<file path="config.mk">
export PLATFORM = sky130hd
export DESIGN_NAME = afe_config_sequencer
export DESIGN_NICKNAME = d
export VERILOG_FILES = /design/src/rtl/afe_config_sequencer.sv
export SDC_FILE = /design/constraint.sdc
export NUM_CORES = 1
export LEC_CHECK = 0
export ABC_AREA = 1
export CAP_MARGIN = 10
export CORE_MARGIN = 1.5
export CORE_UTILIZATION = 55
export DETAILED_ROUTE_END_ITERATION = 7
export GPL_TIMING_DRIVEN = 1
export PLACE_DENSITY = 0.76
export SLEW_MARGIN = 20
export SYNTH_ARGS = -nofsm -noshare
export SYNTH_HDL_FRONTEND = slang
export SYNTH_SLANG_ARGS = --single-unit
export TNS_END_PERCENT = 100
</file>
<file path="constraint.sdc">
create_clock -name clk -period 2.5 [get_ports clk]
set_clock_uncertainty 0.15 [all_clocks]
set_input_delay 0.5 -clock clk [delete_from_list [all_inputs] [get_ports clk]]
set_output_delay 0.5 -clock clk [all_outputs]
set_load 0.01 [all_outputs]
</file>
<file path="src/rtl/afe_config_sequencer.sv">
// Walks the AFE command ROM from address 0 and sends each 24-bit word over SPI mode 0, MSB first.
// Optional feature macro: AFE_CFG_DELAY_EN turns 8'hFE,N[15:0] words into N-clock pauses instead of frames.
module afe_config_sequencer #(
    parameter int CLK_DIV = 4,
    parameter int CS_GAP  = 8
) (
    input  logic        clk,
    input  logic        reset,
    input  logic        start,
    output logic [7:0]  rom_address,
    input  logic [23:0] rom_command,
    output logic        spi_sclk,
    output logic        spi_cs_n,
    output logic        spi_mosi,
    output logic        busy,
    output logic        done,
    output logic        error,
    output logic [7:0]  word_count,
    output logic [2:0]  dbg_state
);

    localparam logic [2:0] ST_IDLE   = 3'd0;
    localparam logic [2:0] ST_FETCH  = 3'd1;
    localparam logic [2:0] ST_WAIT   = 3'd2;
    localparam logic [2:0] ST_DECODE = 3'd3;
    localparam logic [2:0] ST_SHIFT  = 3'd4;
    localparam logic [2:0] ST_GAP    = 3'd5;
    localparam logic [2:0] ST_DELAY  = 3'd6;
    localparam logic [2:0] ST_FINISH = 3'd7;

    localparam logic [15:0] DIV_LAST = 16'(CLK_DIV - 1);
    localparam logic [15:0] GAP_LAST = 16'(CS_GAP - 1);
    localparam logic [5:0]  HALF_END = 6'd48;

    logic [2:0]  state_q, state_d;
    logic [7:0]  addr_q, addr_d;
    logic [23:0] shreg_q, shreg_d;
    logic [15:0] cnt_q, cnt_d;
    logic [5:0]  half_q, half_d;
    logic        sclk_q, sclk_d;
    logic        cs_n_q, cs_n_d;
    logic        mosi_q, mosi_d;
    logic        busy_q, busy_d;
    logic        done_q, done_d;
    logic        error_q, error_d;
    logic [7:0]  wc_q, wc_d;
    logic        advance;

    always_comb begin
        state_d = state_q;
        addr_d  = addr_q;
        shreg_d = shreg_q;
        cnt_d   = cnt_q;
        half_d  = half_q;
        sclk_d  = sclk_q;
        cs_n_d  = cs_n_q;
        mosi_d  = mosi_q;
        busy_d  = busy_q;
        done_d  = done_q;
        error_d = error_q;
        wc_d    = wc_q;
        advance = 1'b0;

        case (state_q)
            ST_IDLE: begin
                if (start) begin
                    addr_d  = 8'd0;
                    wc_d    = 8'd0;
                    done_d  = 1'b0;
                    error_d = 1'b0;
                    busy_d  = 1'b1;
                    state_d = ST_FETCH;
                end
            end
            ST_FETCH: state_d = ST_WAIT;
            ST_WAIT:  state_d = ST_DECODE;
            ST_DECODE: begin
                if (rom_command == 24'hFFFFFF) begin
                    done_d  = 1'b1;
                    state_d = ST_FINISH;
                end
`ifdef AFE_CFG_DELAY_EN
                else if (rom_command[23:16] == 8'hFE) begin
                    if (rom_command[15:0] == 16'd0) begin
                        advance = 1'b1;
                    end else begin
                        cnt_d   = rom_command[15:0] - 16'd1;
                        state_d = ST_DELAY;
                    end
                end
`endif
                else begin
                    shreg_d = rom_command;
                    mosi_d  = rom_command[23];
                    cs_n_d  = 1'b0;
                    sclk_d  = 1'b0;
                    cnt_d   = 16'd0;
                    half_d  = 6'd0;
                    state_d = ST_SHIFT;
                end
            end
            ST_SHIFT: begin
                // 48 half periods of SCLK, then one more half period of CS hold before release.
                if (cnt_q == DIV_LAST) begin
                    cnt_d = 16'd0;
                    if (half_q == HALF_END) begin
                        cs_n_d  = 1'b1;
                        mosi_d  = 1'b0;
                        state_d = ST_GAP;
                        if (wc_q != 8'hFF) begin
                            wc_d = wc_q + 8'd1;
                        end
                    end else begin
                        half_d = half_q + 6'd1;
                        sclk_d = ~sclk_q;
                        if (sclk_q) begin
                            shreg_d = {shreg_q[22:0], 1'b0};
                            mosi_d  = shreg_q[22];
                        end
                    end
                end else begin
                    cnt_d = cnt_q + 16'd1;
                end
            end
            ST_GAP: begin
                if (cnt_q == GAP_LAST) begin
                    advance = 1'b1;
                end else begin
                    cnt_d = cnt_q + 16'd1;
                end
            end
`ifdef AFE_CFG_DELAY_EN
            ST_DELAY: begin
                if (cnt_q == 16'd0) begin
                    advance = 1'b1;
                end else begin
                    cnt_d = cnt_q - 16'd1;
                end
            end
`endif
            ST_FINISH: begin
                busy_d  = 1'b0;
                sclk_d  = 1'b0;
                cs_n_d  = 1'b1;
                mosi_d  = 1'b0;
                state_d = ST_IDLE;
            end
            default: state_d = ST_IDLE;
        endcase

        // Running off the top of the ROM is an error; the address never wraps.
        if (advance) begin
            cnt_d = 16'd0;
            if (addr_q == 8'hFF) begin
                error_d = 1'b1;
                state_d = ST_FINISH;
            end else begin
                addr_d  = addr_q + 8'd1;
                state_d = ST_FETCH;
            end
        end
    end

    always_ff @(posedge clk) begin
        if (reset) begin
            state_q <= ST_IDLE;
            addr_q  <= 8'd0;
            shreg_q <= 24'd0;
            cnt_q   <= 16'd0;
            half_q  <= 6'd0;
            sclk_q  <= 1'b0;
            cs_n_q  <= 1'b1;
            mosi_q  <= 1'b0;
            busy_q  <= 1'b0;
            done_q  <= 1'b0;
            error_q <= 1'b0;
            wc_q    <= 8'd0;
        end else begin
            state_q <= state_d;
            addr_q  <= addr_d;
            shreg_q <= shreg_d;
            cnt_q   <= cnt_d;
            half_q  <= half_d;
            sclk_q  <= sclk_d;
            cs_n_q  <= cs_n_d;
            mosi_q  <= mosi_d;
            busy_q  <= busy_d;
            done_q  <= done_d;
            error_q <= error_d;
            wc_q    <= wc_d;
        end
    end

    assign rom_address = addr_q;
    assign spi_sclk    = sclk_q;
    assign spi_cs_n    = cs_n_q;
    assign spi_mosi    = mosi_q;
    assign busy        = busy_q;
    assign done        = done_q;
    assign error       = error_q;
    assign word_count  = wc_q;
    assign dbg_state   = state_q;

endmodule

</file>
## Yosys cells after proc, flatten, opt, wreduce, memory -nomap -nowiden

Cells that the tools add are included.

- Equality and inequality tests: 26
- $add $sub $neg: 4
- Reductions and logical operators: 18
- Bitwise logic cells: 1
- Mux-type cells: 52

Operators by type and width:

| operator | number |
|---|---|
| 2-to-1 mux 23 bit | 4 |
| 2-to-1 mux 8 bit | 8 |
| 2-to-1 mux 16 bit | 3 |
| one-hot mux 16 bit (3 select lines) | 1 |
| one-hot mux 23 bit (2 select lines) | 1 |
| == test 24 bit (second input constant) | 1 |
| != test 2 bit (second input constant) | 10 |
| AND reduction 4 bit | 5 |
| 2-to-1 mux 1 bit | 18 |
| 2-to-1 mux 6 bit | 3 |
| one-hot mux 3 bit (6 select lines) | 1 |
| adder 16 x 1 -> 16 bit (second input constant) | 1 |
| adder 8 x 1 -> 8 bit (second input constant) | 2 |
| == test 16 x 2 -> 1 bit (second input constant) | 1 |
| == test 16 x 3 -> 1 bit (second input constant) | 1 |
| one-hot mux 8 bit (2 select lines) | 1 |
| 2-to-1 mux 3 bit | 5 |
| != test 3 bit (second input constant) | 4 |
| one-hot mux 6 bit (2 select lines) | 1 |
| AND reduction 5 bit | 2 |
| == test 3 bit (second input constant) | 3 |
| one-hot mux 1 bit (3 select lines) | 3 |
| == test 8 bit (second input constant) | 1 |
| != test 8 bit (second input constant) | 1 |
| 13 further kinds | 20 |

- Register bits after elaboration: 70
- Output and inout bits: 25
- Bits of input ports: 27

## Depth between registers and ports, before layout

- Depth after elaboration: 5
- Mapped depth: 12
- Depth with buffers taken out: 11

## Worst setup path after synthesis

Ideal clock, no wire load.

- Path kind: reg2reg
- Start point: register cnt_q[0]
- End point: register shreg_q[18]
- Buffers on the path: 1
- Data required time: 2.237 ns
- Arrival: 1.503 ns
- Cell stages (with the launch flop): 10
- Setup slack: 0.734 ns
- Library setup time: 0.113 ns
- Path through: dfxtp_1 > ha_1 > nand3_1 > nor2_1 > nand2_1 > nand2_4 > nand4_4 > buf_2 > nor2_1 > nor2_1

- Longest elaborated chain between the ends: 3

Ends and longest elaborated chain:

| item | RTL line | text |
|---|---|---|
| start, declared | 38 | `logic [15:0] cnt_q, cnt_d;` |
| start signal, assigned | 182 | `cnt_q <= cnt_d;` |
| == test 16 x 2 -> 1 bit | 104 | `if (cnt_q == DIV_LAST) begin` |
| != test 2 bit (no line) | - |  |
| AND reduction 5 bit (no line) | - |  |
| end signal, assigned | 181 | `shreg_q <= shreg_d;` |
| end, declared | 37 | `logic [23:0] shreg_q, shreg_d;` |

No other way between the ends.
A chain may end at the register's enable or synchronous reset.

## Final worst setup path

- Start point: register state_q[0], in the netlist dbg_state[0]
- End point: register half_q[2]

- Longest elaborated chain between the ends: 3
- Elaborated cells on any way between the ends: 8
- Classes of those cells: 5 x eq/ne; 1 x mux; 2 x reduce/logical

Ends and longest elaborated chain:

| item | RTL line | text |
|---|---|---|
| start, declared | 35 | `logic [2:0] state_q, state_d;` |
| start signal, assigned | 179 | `state_q <= state_d;` |
| == test 3 bit / == test 3 x 2 -> 1 bit (equally long branches) | 64 | `case (state_q)` |
| != test 2 bit (no line) / nonzero test 2 bit (equally long branches) | - |  |
| AND reduction 4 bit (no line) | - |  |
| end signal, assigned | 183 | `half_q <= half_d;` |
| end, declared | 39 | `logic [5:0] half_q, half_d;` |

Several ways; a longest one is shown, not always the timed one.

==> flow_summary.json <==
{
  "syn-num-nets": 694,
  "cts_resized": 0,
  "maxSlewHeadroom_pct": 62.6,
  "worstSetupStartpointType": "register",
  "reg2reg_slack_ps": 310,
  "drt_iter0_drc": 217,
  "yosysTopAreaCell": "dfxtp_1",
  "end_kind": "register",
  "dominantRegCellSynth": "dfxtp_1",
  "dieArea_um2": 8050,
  "fin_crit_ps": 2190,
  "cts_buffers": 9,
  "via_per_inst": 5.22,
  "tightestPinTransition_ps": 557,
  "fp.dieW_um": 89.7,
  "synth-simple-area-share_pct": 41.1,
  "ir_drop_mv": 0.632,
  "crit_fanout": 50,
  "maxCapViolations": 0,
  "synth.most_common_cell": "nand2_1",
  "synth-xor-area-share_pct": 2.97,
  "cts_tree": "done",
  "synthTopCellsByCount": "186 x nand2_1, 113 x nor2_1, 70 x dfxtp_1",
  "switching_share_pct": 40.5,
  "wl_per_cell_um": 12.3,
  "synth_top_family_by_area": "simple AND/OR/NAND/NOR gates",
  "synth-seq-cells": 70,
  "start_util_pct": 57.0,
  "crit_chain": "nor2_2 > inv_2 > nor2_8 > inv_1 > buf_12 > nor2_1 > nand4_1 > a21oi_1",
  "dp_hpwl_mm": 7.15,
  "comb_power_share_pct": 41.2,
  "vias": 4238,
  "grt_pass1_wl_mm": 17.5,
  "crit_slowest_cell": "dfxtp_1",
  "cts_sinks": 70,
  "rsz0062_at_grt": "no",
  "io-pin-count": 52,
  "avgSynthCellArea_um2": 6.25,
  "hold_viol": 0,
  "antenna_cells": 0,
  "path_clk_slew_ps": 80,
  "die-height_um": 89.7,
  "powerDensity_nw_per_um2": 844,
  "required_ps": 2630,
  "setup_viol": 0,
  "yosysSeqAreaShare_pct": 33.9,
  "overflow": 0,
  "detail-route-antenna-nets": 0,
  "slowest_delay_ps": 380,
  "path_depth": 8,
  "slew_viol_final": 0,
  "utilization_pct": 68.0,
  "row_count": 31,
  "p_int_w": 0.00248,
  "drt-total-wl_mm": 9.97,
  "synthDominantCellAreaShare_pct": 33.9,
  "syn_area_um2": 4140,
  "r2r-start": "dbg_state[0]",
  "clockPowerShare_pct": 23.8,
  "drive_gt1_share_pct": 6.17,
  "insertion_delay_ps": 340,
  "placeableCoreArea_um2": 7250,
  "worst-path-buf-inv": 3,
  "synth_area_leaders": "dfxtp_1 34%, nand2_1 17%, nor2_1 10%",
  "fillers": 679,
  "finalPower_w": 0.00416,
  "syn_to_final_growth_pct": 19.3,
  "synth-compound-area-share_pct": 11.5,
  "finalCritPeriodShare_pct": 87.7,
  "fmax_mhz": 456,
  "startpoint": "dbg_state[0]",
  "grt_max_degree": 51,
  "synth_adder_area_share_pct": 1.51,
  "gp_congestion": 0.904,
  "finalSetupTns_ps": 0,
  "grt_pass1_vias": 3892,
  "post_cts_buffers": 0,
  "synthMuxAreaShare_pct": 0,
  "crit_path_end": "half_q[2]",
  "p_leak_nw": 2.06,
  "fin_nets": 740,
  "antenna_found_initial": 0,
  "port_buffers": 51,
  "holdBufCountCts": 0,
  "r2r_cells": 8,
  "grtUsageTotal_pct": 26.0,
  "drt_pre_antenna_iters": 4,
  "worstReg2RegEnd": "half_q[2]",
  "synth_edf_count": 0,
  "crit_arrival_ps": 2320,
  "root_buffer": "clkbuf_8",
  "drc_errors": 0,
  "yosysWarnings": 0,
  "crit_family": "simple AND/OR/NAND/NOR gates",
  "h-tree-depth": 3,
  "hold_path.class": "reg -> reg",
  "yosysUniqueCellTypes": 33,
  "p_seq_share_pct": 34.9,
  "outcome": "finished clean",
  "path_class": "reg -> reg",
  "clockBufferDepth": 2,
  "syn_inst": 662,
  "synthArstFlopShare_pct": 0,
  "power_switching_w": 0.00169
}
routing by layer:
layer / track usage, % / routed length, um
met5: 0 / 0
met1: 35.1 / 4850
met2: 42.2 / 4520
met4: 9.39 / 137
met3: 3.81 / 455
power by group through the flow:
stage / Clock [W] / Sequential, W / Combinational [W]
2_1_floorplan: 0 / 0.00148 / 0.00129
5_1_grt: 0.00105 / 0.00148 / 0.00198
4_1_cts: 0.00101 / 0.00145 / 0.00172
3_5_place_dp: 0 / 0.00148 / 0.00171
3_3_place_gp: 0 / 0.00147 / 0.00167
6_report: 0.000993 / 0.00145 / 0.00172
how the worst min path moves through the flow:
stage          cells past startpoint  slack, ps        from         end
2_1_floorplan                      2        290  shreg_q[0]  shreg_q[0]
3_3_place_gp                       2        300  shreg_q[0]  shreg_q[0]
3_5_place_dp                       2        300  shreg_q[0]  shreg_q[0]
4_1_cts                            2        310  shreg_q[0]  shreg_q[0]
5_1_grt                            2        360  shreg_q[0]  shreg_q[0]
6_report                           2        320  shreg_q[0]  shreg_q[0]
cell families after synthesis:
| family | Yosys count |
|---|---|
| adder cells (fa/ha/maj) | 5 |
| buffers and inverters | 90 |
| XOR/XNOR | 14 |
| flip-flops | 70 |
| AND/OR/NAND/NOR | 394 |
| AO/OA/AOI/OAI | 89 |
stage by stage:
step                area [um2]  setup slack (ps)  hold slack [ps]  instances
finish                    4930               308              315        812
global route              4930               155              358        812
detailed placement        4720              67.0              303        796
global placement          4720               119              303        796
floorplan                 4140               734              289        662
CTS                       4930               326              313        812
worst min-delay path: stages (launching register included):
cell and delay [ps]:
dfxtp_1 310, nand2_1 60, a21oi_1 50
layout by cell type, fill, tap and decap left out, types with 2 or more instances in the layout:
cell / count
nand2_1: 186
nor2_1: 113
dfxtp_1: 70
inv_1: 60
clkdlybuf4s50_1: 51
nand3_1: 46
a21oi_1: 39
o21ai_0: 37
nand4_1: 17
nor3_1: 15
clkbuf_8: 9
xor2_1: 8
inv_2: 7
o211ai_1: 7
xnor2_1: 6
ha_1: 5
nand2_2: 4
buf_4: 4
nor2_2: 3
nand2_4: 3
nor2_4: 2
o21bai_1: 2
bufinv_16: 2
clkinv_2: 2
buf_12: 2
flip-flops by register name (all words and copies together), names as in the netlist:
name / count
spi_mosi: 1
shreg_q: 23
done: 1
word_count: 8
half_q: 6
rom_address: 8
error: 1
dbg_state: 3
spi_cs_n: 1
busy: 1
spi_sclk: 1
cnt_q: 16
area by class of cell:
| class | count | area, um2 | area share, % |
|---|---|---|---|
| clock buffers | 10 | 128 | 2.59 |
| clock inverters | 6 | 86.3 | 1.75 |
| inverters | 68 | 255 | 5.17 |
| multi-input cells | 502 | 2360 | 47.8 |
| flip-flops and latches | 70 | 1400 | 28.4 |
| well taps | 99 | 124 | 2.51 |
| repair buffers | 57 | 581 | 11.8 |
(Power assumes the default switching activity.)
